--- src/rtl/ctrl_unit_mc_if.sv ---
`default_nettype none
// ctrl_unit_mc_if: control unit <-> datapath bundle (IR fields, flags, enables, selects).
// Rev 1.0
interface ctrl_unit_mc_if;
   logic [5:0] OPCODE;
   logic [5:0] FUNCT;
   logic       overflow;
   logic       zero;
   logic       multStop;
   logic       divStop;
   logic       divZero;
   logic       MEM_read;
   logic       MEM_write;
   logic       PC_write;
   logic       IR_write;
   logic       REG_write;
   logic       AB_write;
   logic       ALUOUT_write;
   logic       EPC_write;
   logic       HILO_write;
   logic       MULT_control;
   logic       DIV_control;
   logic [2:0] ALU_control;
   logic [1:0] ALUSRCA_select;
   logic [1:0] ALUSRCB_select;
   logic [2:0] PCSOURCE_select;
   logic [2:0] IORD_select;
   logic [2:0] REGDST_select;
   logic [3:0] MEMTOREG_select;
   logic [1:0] EXC_cause;

   modport master (
      input  OPCODE, FUNCT, overflow, zero, multStop, divStop, divZero,
      output MEM_read, MEM_write, PC_write, IR_write, REG_write, AB_write,
             ALUOUT_write, EPC_write, HILO_write, MULT_control, DIV_control,
             ALU_control, ALUSRCA_select, ALUSRCB_select, PCSOURCE_select,
             IORD_select, REGDST_select, MEMTOREG_select, EXC_cause
   );

   modport slave (
      output OPCODE, FUNCT, overflow, zero, multStop, divStop, divZero,
      input  MEM_read, MEM_write, PC_write, IR_write, REG_write, AB_write,
             ALUOUT_write, EPC_write, HILO_write, MULT_control, DIV_control,
             ALU_control, ALUSRCA_select, ALUSRCB_select, PCSOURCE_select,
             IORD_select, REGDST_select, MEMTOREG_select, EXC_cause
   );
endinterface
`default_nettype wire

--- src/rtl/ctrl_unit_mc.sv ---
`default_nettype none
// ctrl_unit_mc: multicycle MIPS-subset main control FSM with memory latency, mult/div and traps.
// Rev 1.0
module ctrl_unit_mc #(
   parameter int unsigned MEM_LAT = 2,
   parameter bit          EXC_EN  = 1'b1
) (
   input  wire logic      clk,
   input  wire logic      reset,
   ctrl_unit_mc_if.master bus
);
   localparam logic [3:0] LAT      = 4'(MEM_LAT);
   localparam logic [5:0] OP_RTYPE = 6'h00, OP_J    = 6'h02, OP_JAL  = 6'h03;
   localparam logic [5:0] OP_BEQ   = 6'h04, OP_BNE  = 6'h05, OP_ADDI = 6'h08;
   localparam logic [5:0] OP_ADDIU = 6'h09, OP_LW   = 6'h23, OP_SW   = 6'h2B;
   localparam logic [5:0] FN_JR    = 6'h08, FN_MFHI = 6'h10, FN_MFLO = 6'h12;
   localparam logic [5:0] FN_RTE   = 6'h13, FN_MULT = 6'h18, FN_DIV  = 6'h1A;
   localparam logic [5:0] FN_ADD   = 6'h20, FN_SUB  = 6'h22, FN_AND  = 6'h24;

   typedef enum logic [4:0] {
      S_RST, S_FETCH, S_FWAIT, S_IR_LOAD, S_DECODE, S_EXEC_R, S_WB_R, S_EXEC_I,
      S_WB_I, S_BR_CMP, S_BR_TAKE, S_ADDR, S_ST, S_LD, S_LD_WAIT, S_WB_LD,
      S_JMP, S_JAL_LINK, S_JR, S_RTE, S_MD_START, S_MD_WAIT, S_MD_DONE, S_WB_MF,
      S_EXC, S_EXC_RD, S_EXC_WAIT, S_EXC_JMP
   } state_t;

   typedef struct packed {
      logic       mem_read;
      logic       mem_write;
      logic       pc_write;
      logic       ir_write;
      logic       reg_write;
      logic       ab_write;
      logic       aluout_write;
      logic       epc_write;
      logic       hilo_write;
      logic       mult_control;
      logic       div_control;
      logic [2:0] alu_control;
      logic [1:0] alusrca;
      logic [1:0] alusrcb;
      logic [2:0] pcsource;
      logic [2:0] iord;
      logic [2:0] regdst;
      logic [3:0] memtoreg;
      logic [1:0] exc_cause;
   } ctrl_t;

   state_t     state_q, state_d;
   logic [3:0] cnt_q, cnt_d;
   logic [1:0] cause_q, cause_d;
   ctrl_t      out_q, out_d;

   always_comb begin
      state_d = state_q;
      cnt_d   = cnt_q;
      cause_d = cause_q;
      case (state_q)
         S_RST:      state_d = S_FETCH;
         S_FETCH: begin
            cnt_d   = LAT;
            state_d = (MEM_LAT == 0) ? S_IR_LOAD : S_FWAIT;
         end
         S_FWAIT: begin
            cnt_d = cnt_q - 4'd1;
            if (cnt_q <= 4'd1) state_d = S_IR_LOAD;
         end
         S_IR_LOAD:  state_d = S_DECODE;
         S_DECODE: begin
            // Unknown encodings trap when enabled, otherwise fall through as a NOP.
            state_d = EXC_EN ? S_EXC : S_FETCH;
            if (EXC_EN) cause_d = 2'd1;
            case (OPCODE_w())
               OP_RTYPE: begin
                  case (bus.FUNCT)
                     FN_ADD, FN_SUB, FN_AND: state_d = S_EXEC_R;
                     FN_MULT:                state_d = S_MD_START;
                     FN_DIV: begin
                        if (bus.divZero && EXC_EN) cause_d = 2'd3;
                        else                        state_d = S_MD_START;
                     end
                     FN_MFHI, FN_MFLO:       state_d = S_WB_MF;
                     FN_JR:                  state_d = S_JR;
                     FN_RTE:                 state_d = S_RTE;
                     default: ;
                  endcase
               end
               OP_ADDI, OP_ADDIU:            state_d = S_EXEC_I;
               OP_BEQ, OP_BNE:               state_d = S_BR_CMP;
               OP_LW, OP_SW:                 state_d = S_ADDR;
               OP_J:                         state_d = S_JMP;
               OP_JAL:                       state_d = S_JAL_LINK;
               default: ;
            endcase
            if (state_d != S_EXC) cause_d = cause_q;
         end
         S_EXEC_R: begin
            state_d = S_WB_R;
            if (bus.overflow && EXC_EN && (bus.FUNCT != FN_AND)) begin
               state_d = S_EXC;
               cause_d = 2'd2;
            end
         end
         S_EXEC_I: begin
            state_d = S_WB_I;
            if (bus.overflow && EXC_EN && (bus.OPCODE == OP_ADDI)) begin
               state_d = S_EXC;
               cause_d = 2'd2;
            end
         end
         S_BR_CMP: begin
            if ((bus.OPCODE == OP_BEQ) ? bus.zero : !bus.zero) state_d = S_BR_TAKE;
            else                                                state_d = S_FETCH;
         end
         S_ADDR:     state_d = (bus.OPCODE == OP_SW) ? S_ST : S_LD;
         S_LD: begin
            cnt_d   = LAT;
            state_d = (MEM_LAT == 0) ? S_WB_LD : S_LD_WAIT;
         end
         S_LD_WAIT: begin
            cnt_d = cnt_q - 4'd1;
            if (cnt_q <= 4'd1) state_d = S_WB_LD;
         end
         S_JAL_LINK: state_d = S_JMP;
         S_MD_START: state_d = S_MD_WAIT;
         S_MD_WAIT: begin
            if ((bus.FUNCT == FN_DIV) ? bus.divStop : bus.multStop) state_d = S_MD_DONE;
         end
         S_EXC:      state_d = S_EXC_RD;
         S_EXC_RD: begin
            cnt_d   = LAT;
            state_d = (MEM_LAT == 0) ? S_EXC_JMP : S_EXC_WAIT;
         end
         S_EXC_WAIT: begin
            cnt_d = cnt_q - 4'd1;
            if (cnt_q <= 4'd1) state_d = S_EXC_JMP;
         end
         default:    state_d = S_FETCH;
      endcase
      if (state_d == S_FETCH) cause_d = 2'd0;

      // Outputs are decoded from the next state so the registered copy lines up with it.
      out_d           = '0;
      out_d.exc_cause = cause_d;
      case (state_d)
         S_FETCH, S_FWAIT: out_d.mem_read = 1'b1;
         S_IR_LOAD: begin
            out_d.ir_write    = 1'b1;
            out_d.pc_write    = 1'b1;
            out_d.alusrcb     = 2'd1;
            out_d.alu_control = 3'd1;
         end
         S_DECODE: begin
            out_d.ab_write     = 1'b1;
            out_d.aluout_write = 1'b1;
            out_d.alusrcb      = 2'd3;
            out_d.alu_control  = 3'd1;
         end
         S_EXEC_R: begin
            out_d.alusrca      = 2'd1;
            out_d.aluout_write = 1'b1;
            out_d.alu_control  = (bus.FUNCT == FN_SUB) ? 3'd2 :
                                 (bus.FUNCT == FN_AND) ? 3'd3 : 3'd1;
         end
         S_WB_R: begin
            out_d.reg_write = 1'b1;
            out_d.regdst    = 3'd1;
         end
         S_EXEC_I: begin
            out_d.alusrca      = 2'd1;
            out_d.alusrcb      = 2'd2;
            out_d.alu_control  = 3'd1;
            out_d.aluout_write = 1'b1;
         end
         S_WB_I:     out_d.reg_write = 1'b1;
         S_BR_CMP: begin
            out_d.alusrca     = 2'd1;
            out_d.alu_control = 3'd2;
         end
         S_BR_TAKE: begin
            out_d.pc_write = 1'b1;
            out_d.pcsource = 3'd1;
         end
         S_ADDR: begin
            out_d.alusrca      = 2'd1;
            out_d.alusrcb      = 2'd2;
            out_d.alu_control  = 3'd1;
            out_d.aluout_write = 1'b1;
         end
         S_ST: begin
            out_d.mem_write = 1'b1;
            out_d.iord      = 3'd1;
         end
         S_LD, S_LD_WAIT: begin
            out_d.mem_read = 1'b1;
            out_d.iord     = 3'd1;
         end
         S_WB_LD: begin
            out_d.reg_write = 1'b1;
            out_d.memtoreg  = 4'd1;
         end
         S_JMP: begin
            out_d.pc_write = 1'b1;
            out_d.pcsource = 3'd2;
         end
         S_JAL_LINK: begin
            out_d.reg_write = 1'b1;
            out_d.regdst    = 3'd2;
            out_d.memtoreg  = 4'd4;
         end
         S_JR: begin
            out_d.pc_write = 1'b1;
            out_d.pcsource = 3'd5;
         end
         S_RTE: begin
            out_d.pc_write = 1'b1;
            out_d.pcsource = 3'd3;
         end
         S_MD_START: begin
            out_d.div_control  = (bus.FUNCT == FN_DIV);
            out_d.mult_control = (bus.FUNCT != FN_DIV);
         end
         S_MD_DONE:  out_d.hilo_write = 1'b1;
         S_WB_MF: begin
            out_d.reg_write = 1'b1;
            out_d.regdst    = 3'd1;
            out_d.memtoreg  = (bus.FUNCT == FN_MFLO) ? 4'd3 : 4'd2;
         end
         S_EXC: begin
            out_d.alusrcb     = 2'd1;
            out_d.alu_control = 3'd2;
            out_d.epc_write   = 1'b1;
         end
         S_EXC_RD, S_EXC_WAIT: begin
            out_d.mem_read = 1'b1;
            out_d.iord     = 3'({1'b0, cause_d}) + 3'd1;
         end
         S_EXC_JMP: begin
            out_d.pc_write = 1'b1;
            out_d.pcsource = 3'd4;
         end
         default: ;
      endcase
   end

   function automatic logic [5:0] OPCODE_w();
      return bus.OPCODE;
   endfunction

   always_ff @(posedge clk or negedge reset) begin
      if (!reset) begin
         state_q <= S_RST;
         cnt_q   <= 4'd0;
         cause_q <= 2'd0;
         out_q   <= '0;
      end else begin
         state_q <= state_d;
         cnt_q   <= cnt_d;
         cause_q <= cause_d;
         out_q   <= out_d;
      end
   end

   assign bus.MEM_read        = out_q.mem_read;
   assign bus.MEM_write       = out_q.mem_write;
   assign bus.PC_write        = out_q.pc_write;
   assign bus.IR_write        = out_q.ir_write;
   assign bus.REG_write       = out_q.reg_write;
   assign bus.AB_write        = out_q.ab_write;
   assign bus.ALUOUT_write    = out_q.aluout_write;
   assign bus.EPC_write       = out_q.epc_write;
   assign bus.HILO_write      = out_q.hilo_write;
   assign bus.MULT_control    = out_q.mult_control;
   assign bus.DIV_control     = out_q.div_control;
   assign bus.ALU_control     = out_q.alu_control;
   assign bus.ALUSRCA_select  = out_q.alusrca;
   assign bus.ALUSRCB_select  = out_q.alusrcb;
   assign bus.PCSOURCE_select = out_q.pcsource;
   assign bus.IORD_select     = out_q.iord;
   assign bus.REGDST_select   = out_q.regdst;
   assign bus.MEMTOREG_select = out_q.memtoreg;
   assign bus.EXC_cause       = out_q.exc_cause;
endmodule
`default_nettype wire

--- src/flat_wrapper.sv ---
// flat-port wrapper written by rule: the top's interface ports become plain ports
module ctrl_unit_mc_flat 
#(
   parameter int unsigned MEM_LAT = 2,
   parameter bit          EXC_EN  = 1'b1
)
  (clk, reset, bus_OPCODE, bus_FUNCT, bus_overflow, bus_zero, bus_multStop, bus_divStop, bus_divZero, bus_MEM_read, bus_MEM_write, bus_PC_write, bus_IR_write, bus_REG_write, bus_AB_write, bus_ALUOUT_write, bus_EPC_write, bus_HILO_write, bus_MULT_control, bus_DIV_control, bus_ALU_control, bus_ALUSRCA_select, bus_ALUSRCB_select, bus_PCSOURCE_select, bus_IORD_select, bus_REGDST_select, bus_MEMTOREG_select, bus_EXC_cause);
  ctrl_unit_mc_if bus_i ();
  input  wire logic clk;
  input  wire logic reset;
  input wire logic [$bits(bus_i.OPCODE)-1:0] bus_OPCODE;
  input wire logic [$bits(bus_i.FUNCT)-1:0] bus_FUNCT;
  input wire logic [$bits(bus_i.overflow)-1:0] bus_overflow;
  input wire logic [$bits(bus_i.zero)-1:0] bus_zero;
  input wire logic [$bits(bus_i.multStop)-1:0] bus_multStop;
  input wire logic [$bits(bus_i.divStop)-1:0] bus_divStop;
  input wire logic [$bits(bus_i.divZero)-1:0] bus_divZero;
  output wire logic [$bits(bus_i.MEM_read)-1:0] bus_MEM_read;
  output wire logic [$bits(bus_i.MEM_write)-1:0] bus_MEM_write;
  output wire logic [$bits(bus_i.PC_write)-1:0] bus_PC_write;
  output wire logic [$bits(bus_i.IR_write)-1:0] bus_IR_write;
  output wire logic [$bits(bus_i.REG_write)-1:0] bus_REG_write;
  output wire logic [$bits(bus_i.AB_write)-1:0] bus_AB_write;
  output wire logic [$bits(bus_i.ALUOUT_write)-1:0] bus_ALUOUT_write;
  output wire logic [$bits(bus_i.EPC_write)-1:0] bus_EPC_write;
  output wire logic [$bits(bus_i.HILO_write)-1:0] bus_HILO_write;
  output wire logic [$bits(bus_i.MULT_control)-1:0] bus_MULT_control;
  output wire logic [$bits(bus_i.DIV_control)-1:0] bus_DIV_control;
  output wire logic [$bits(bus_i.ALU_control)-1:0] bus_ALU_control;
  output wire logic [$bits(bus_i.ALUSRCA_select)-1:0] bus_ALUSRCA_select;
  output wire logic [$bits(bus_i.ALUSRCB_select)-1:0] bus_ALUSRCB_select;
  output wire logic [$bits(bus_i.PCSOURCE_select)-1:0] bus_PCSOURCE_select;
  output wire logic [$bits(bus_i.IORD_select)-1:0] bus_IORD_select;
  output wire logic [$bits(bus_i.REGDST_select)-1:0] bus_REGDST_select;
  output wire logic [$bits(bus_i.MEMTOREG_select)-1:0] bus_MEMTOREG_select;
  output wire logic [$bits(bus_i.EXC_cause)-1:0] bus_EXC_cause;
  assign bus_i.OPCODE = bus_OPCODE;
  assign bus_i.FUNCT = bus_FUNCT;
  assign bus_i.overflow = bus_overflow;
  assign bus_i.zero = bus_zero;
  assign bus_i.multStop = bus_multStop;
  assign bus_i.divStop = bus_divStop;
  assign bus_i.divZero = bus_divZero;
  assign bus_MEM_read = bus_i.MEM_read;
  assign bus_MEM_write = bus_i.MEM_write;
  assign bus_PC_write = bus_i.PC_write;
  assign bus_IR_write = bus_i.IR_write;
  assign bus_REG_write = bus_i.REG_write;
  assign bus_AB_write = bus_i.AB_write;
  assign bus_ALUOUT_write = bus_i.ALUOUT_write;
  assign bus_EPC_write = bus_i.EPC_write;
  assign bus_HILO_write = bus_i.HILO_write;
  assign bus_MULT_control = bus_i.MULT_control;
  assign bus_DIV_control = bus_i.DIV_control;
  assign bus_ALU_control = bus_i.ALU_control;
  assign bus_ALUSRCA_select = bus_i.ALUSRCA_select;
  assign bus_ALUSRCB_select = bus_i.ALUSRCB_select;
  assign bus_PCSOURCE_select = bus_i.PCSOURCE_select;
  assign bus_IORD_select = bus_i.IORD_select;
  assign bus_REGDST_select = bus_i.REGDST_select;
  assign bus_MEMTOREG_select = bus_i.MEMTOREG_select;
  assign bus_EXC_cause = bus_i.EXC_cause;
  ctrl_unit_mc #(.MEM_LAT(MEM_LAT), .EXC_EN(EXC_EN)) u_core (.clk(clk), .reset(reset), .bus(bus_i));
endmodule
--- config.mk ---
export PLATFORM = sky130hd
export DESIGN_NAME = ctrl_unit_mc_flat
export DESIGN_NICKNAME = d
export VERILOG_FILES = /design/src/rtl/ctrl_unit_mc_if.sv /design/src/rtl/ctrl_unit_mc.sv /design/src/flat_wrapper.sv
export SDC_FILE = /design/constraint.sdc
export NUM_CORES = 1
export LEC_CHECK = 0
export ABC_AREA = 1
export CAP_MARGIN = 20
export CORE_MARGIN = 4
export CORE_UTILIZATION = 45
export CTS_CLUSTER_SIZE = 28
export DETAILED_ROUTE_END_ITERATION = 6
export PLACE_DENSITY = 0.72
export SLEW_MARGIN = 5
export SYNTH_ARGS = -nofsm -noshare
export SYNTH_HDL_FRONTEND = slang
export SYNTH_SLANG_ARGS = --single-unit
--- constraint.sdc ---
create_clock -name clk -period 2.19 [get_ports clk]
set_clock_uncertainty 0.15 [all_clocks]
set_input_delay 0.438 -clock clk [delete_from_list [all_inputs] [get_ports clk]]
set_output_delay 0.438 -clock clk [all_outputs]
set_load 0.005 [all_outputs]
Word-level counts from Yosys, hierarchy flattened
Index checks and enable logic that the tools add are counted.

cells by class
  reductions and logical operators = 24
  equal/unequal tests = 62
  order comparisons = 1
  add/subtract/negate cells = 2
  muxes and demuxes = 44

operator list
  kind                number
  $eq 5x5->1 const B  17
  $pmux 5 s16         1
  $eq 5x4->1 const B  12
  $pmux 5 s6          2
  $eq 5x3->1 const B  7
  $mux 5              7
  $eq 6x5->1 const B  5
  $eq 6x6->1 const B  5
  $eq 5x2->1 const B  4
  $eq 6x4->1 const B  3
  $mux 2              9
  $reduce_or 2->1     9
  $pmux 3 s5          1
  $mux 1              14
  $eq 6x2->1 const B  2
  $eq 6x3->1 const B  2
  $pmux 2 s3          2
  $pmux 4 s3          1
  $reduce_or 3->1     4
  $reduce_or 4->1     3
  $reduce_or 6->1     2
  $eq 5x1->1 const B  2
  $pmux 3 s3          1
  $mux 4              2
  other kinds (15)    16

storage, ports and cells
  input port bits = 19
  register bits = 40
  output and inout bits = 33
  logic and storage cells = 154

Logic depth before layout (Yosys ltp)
Gate-level depths: netlist of run 1.

  depth in word-level cells = 11
  gate-level depth with buffers = 17
  mapped depth without buffers = 17

Least setup slack after synthesis of run 1
Ideal clock, no wire load.

  path type = input port to flip-flop
  start point = in bus_OPCODE[0]
  end point = reg u_core.out_q, in the netlist u_core.bus.IORD_select[1]
  library setup time = 115 ps
  data required time = 1925 ps
  path buffers = 0
  path slack = 101 ps
  cell stages on the path = 13
  data arrival time = 1824 ps
  cell sequence = nor2_1 > nand2_1 > nor2_4 > nand2_1 > nor2_1 > nor2_1 > nand2_1 > nand2_1 > o211ai_1 > a21oi_1 > ha_1 > inv_1 > nor2_1

RTL lines
  element               RTL line             RTL
  start, declared       flat_wrapper.sv:11   input wire logic [$bits(bus_i.OPCODE)-1:0] bus_OPCODE;
  end signal, assigned  ctrl_unit_mc.sv:260  out_q <= out_d;
  end, declared         ctrl_unit_mc.sv:52   ctrl_t out_q, out_d;

==> impl_metrics.toml, run 1 <==
[status]
outcome = "finished clean"

[clock_network]
cts_root_buffer = "clkbuf_8"
cts_tree = "done"
insertion_delay_ns = 0.30
clock_sinks = 38
ctsHoldBuffers = 0
htreeDepth = 2
cts_buffers = 5
path_clk_slew_ns = 0.08
clockBufferDepth = 2

[flow_run]
maxCapViolations = 0

[route]
vias = 2747
antenna_left = 0
drtIter0Drc = 241
routed_via_density = 5.04
remaining_drc_errors = 0
post_drt_wl_per_cell_um = 13.4
routed_wl_um = 7300
dr.pass1.iters = 5

[min_path]
hold_path.class = "in2async"

[grt]
grt_start_max_net_pins = 39
grt_pass1_wl_um = 11500
grt_usage = 0.200
grt_overflow = 0
grt_pass1_vias = 2590
antenna_found_initial = 0

[cells_and_area]
mostFrequentLayoutCells = "nand2_1, buf_4, inv_1"
post-route-util = 0.728
nets = 494
fill_cells = 416
final_cells = 545
fin_area_mm2 = 0.00401
drive_gt1_frac = 0.419
syn_to_final_growth_pct = 56.9
antennaDiodeCount = 0
final_common_cell = "nand2_1"

[placed_design]
gp_congestion = 0.975
post-dp-hpwl_um = 5390
io_buffers = 47
placed_cells = 518
placed_cell_area_mm2 = 0.00344

[sta]
setup_viol = 0
rsz0062_at_grt = "true"
hold_viol = 0
finalCriticalPeriod_ns = 2.17
max_freq_ghz = 0.461
post-route-period-util = 0.990
drv_slew = 0

[worst_setup_path]
crit_fanout = 5
cp_num_buf_inv = 3
endpoint_kind = "register"
cp-start-kind = "register"
cp_top_family = "simple AND/OR/NAND/NOR gates"
cp.arrival_ns = 2.26
slowest_delay_ns = 0.49
critPathSlowestCell = "dfrtp_2"
criticalPathCategory = "reg2reg"
path_cells = "inv_4 > nor2_4 > nand3_2 > nand2_2 > nor2_1 > nand3_2 > nand2_4 > nor2_4 > nand2_4 > buf_6 > nor2_2 > nand3_1 > nand2_1 > inv_1 > nand2_1"
critPathRequiredTime_ns = 2.28
reg2reg_depth = 15
crit_cells = 15

[yosys]
yosysWarnings = 0
ys_ff_latch = 38
syn_area_mm2 = 0.00256
ys_seq_area_frac = 0.372
synth_ff_type = "dfrtp_1"
netlist_instances = 356
synthArstFlopShare = 1.00
syn_avg_cell_area_um2 = 7.18
synth_edf_count = 0
ys_types = 35

[floorplanning]
coreArea_mm2 = 0.00551
start_util = 0.464
die_area_mm2 = 0.00695
rows = 27
die_w_um = 83.4
die_h_um = 83.4
ios = 52

[pwr]
leakagePower_nw = 2.05
seqPwrFrac = 0.208
ir_worst_vdd_mv = 0.610
p_switching_mw = 2.24
power_density_mw_per_mm2 = 1280
switching_share = 0.436
pwr-share-clk = 0.139
p_int_mw = 2.90
p_comb_frac = 0.653
finalPower_mw = 5.14
cell families (layout without fill, tap and decap cells):
| group | after synthesis | in the layout | synth area share |
|---|---|---|---|
| buf+inv | 60 | 174 | 0.0959 |
| xor+xnor | 2 | 2 | 0.00685 |
| compound gates | 21 | 21 | 0.0548 |
| simple gates | 231 | 231 | 0.454 |
| flops | 38 | 38 | 0.372 |
| other cells | 1 | 4 | 0.00147 |
| fa+ha+maj | 3 | 3 | 0.0147 |
Yosys cell counts (4+ instances only):
master	number	area, um2
nor2_4	6	67.6
buf_4	5	37.5
a21oi_1	4	20.0
inv_2	10	37.5
nand4_1	8	50.1
nand3_1	45	225
nor3_1	4	20.0
nand2_2	7	43.8
nor2_1	54	203
inv_1	44	165
o21ai_0	7	35.0
nor2_2	10	62.6
nand3_2	9	90.1
dfrtp_1	38	951
nand2_1	78	293
cell type report:
| cell class | instances | area [um2] | area share |
|---|---|---|---|
| Inverter | 54 | 213 | 0.0530 |
| Clock buffer | 5 | 68.8 | 0.0172 |
| Multi-Input combinational cell | 261 | 1660 | 0.415 |
| Clock inverter | 3 | 68.8 | 0.0172 |
| Tap cell | 72 | 90.1 | 0.0225 |
| Timing Repair Buffer | 112 | 950 | 0.237 |
| Sequential cell | 38 | 957 | 0.239 |
state kept, by name, summed over array words and instances, names as in the netlist:
signal,flops
u_core.bus.AB_write,1
u_core.bus.ALUOUT_write,1
u_core.bus.ALUSRCA_select,1
u_core.bus.ALUSRCB_select,2
u_core.bus.ALU_control,2
u_core.bus.DIV_control,1
u_core.bus.EPC_write,1
u_core.bus.HILO_write,1
u_core.bus.IORD_select,3
u_core.bus.IR_write,1
u_core.bus.MEMTOREG_select,3
u_core.bus.MEM_read,1
u_core.bus.MEM_write,1
u_core.bus.MULT_control,1
u_core.bus.PCSOURCE_select,3
u_core.bus.PC_write,1
u_core.bus.REGDST_select,2
u_core.bus.REG_write,1
u_core.cause_q,2
u_core.cnt_q,4
u_core.state_q,5
routing by layer:
layer / part of all wire / GRT usage
met1: 0.41 / 0.245
met2: 0.51 / 0.344
met3: 0.052 / 0.0397
met4: 0.026 / 0.0758
met5: 0 / 0
power groups by stage:
stage / registers [mW] / clock network (mW) / logic, mW
after global routing: 1.10 / 0.754 / 3.68
after detailed placement: 1.04 / 0 / 2.57
after floorplan: 1.02 / 0 / 1.54
after CTS: 1.03 / 0.721 / 2.71
after global placement: 1.04 / 0 / 2.54
final: 1.07 / 0.717 / 3.36
worst register-to-register path, stage by stage, from the launching register on:
cell and delay (ns):
dfrtp_2 0.49, inv_4 0.08, nor2_4 0.20, nand3_2 0.14
nand2_2 0.10, nor2_1 0.05, nand3_2 0.08, nand2_4 0.07
nor2_4 0.13, nand2_4 0.09, buf_6 0.14, nor2_2 0.12
nand3_1 0.10, nand2_1 0.08, inv_1 0.04, nand2_1 0.05
through the flow:
| step | hold WS [ns] | TNS (ns) | worst slack [ns] |
|---|---|---|---|
| 2_1_floorplan | -0.00759 | 0 | 0.101 |
| 3_3_place_gp | 0.352 | -9.93 | -0.455 |
| 3_5_place_dp | 0.356 | -10.94 | -0.519 |
| 4_1_cts | 0.0455 | 0 | 0.0257 |
| 5_1_grt | 0.0745 | -0.271 | -0.100 |
| 6_report | 0.0251 | 0 | 0.0217 |
what timing repair did:
item	in CTS	in global routing
endpoints found under the setup margin	24	21
resized for setup	49	78
pin swaps	16	35
hold endpoints to repair	0	0
buffers inserted	4	15
final timing paths:
kind	end	startpoint	slack, ns
setup / recovery	u_core.bus.MEM_read	u_core.state_q[1]	0.02
hold / removal	u_core.bus.ALUSRCB_select[1]	reset	0.03
setup reg to reg	u_core.bus.MEM_read	u_core.state_q[1]	0.02
hold reg to reg	u_core.cnt_q[3]	u_core.cnt_q[3]	0.42
max in group asynchronous	u_core.state_q[3]	reset	1.51
min in group clk	u_core.cnt_q[3]	u_core.cnt_q[3]	0.42
Power figures use the tool's default switching activity.
==> inputs of run 2 (changes only) <==
--- a/config.mk
+++ b/config.mk
@@ -12,7 +12,7 @@
 export CTS_CLUSTER_SIZE = 28
 export DETAILED_ROUTE_END_ITERATION = 6
 export PLACE_DENSITY = 0.72
-export SLEW_MARGIN = 5
+export SLEW_MARGIN = 10
 export SYNTH_ARGS = -nofsm -noshare
 export SYNTH_HDL_FRONTEND = slang
 export SYNTH_SLANG_ARGS = --single-unit
==> constraint.sdc (replaced) <==
create_clock -name clk -period 2.19 [get_ports clk]
set_clock_uncertainty 0.15 [all_clocks]
set_input_delay 0.438 -clock clk [delete_from_list [all_inputs] [get_ports clk]]
set_output_delay 0.438 -clock clk [all_outputs]
set_load 0.02 [all_outputs]
==> results of run 2 <==
Same layout as run 1 (identical final DEF). Status: finished clean.
Among the figures that moved: total power 5.14 mW -> 5.28 mW; worst IR drop on VDD 0.610 mV -> 0.620 mV
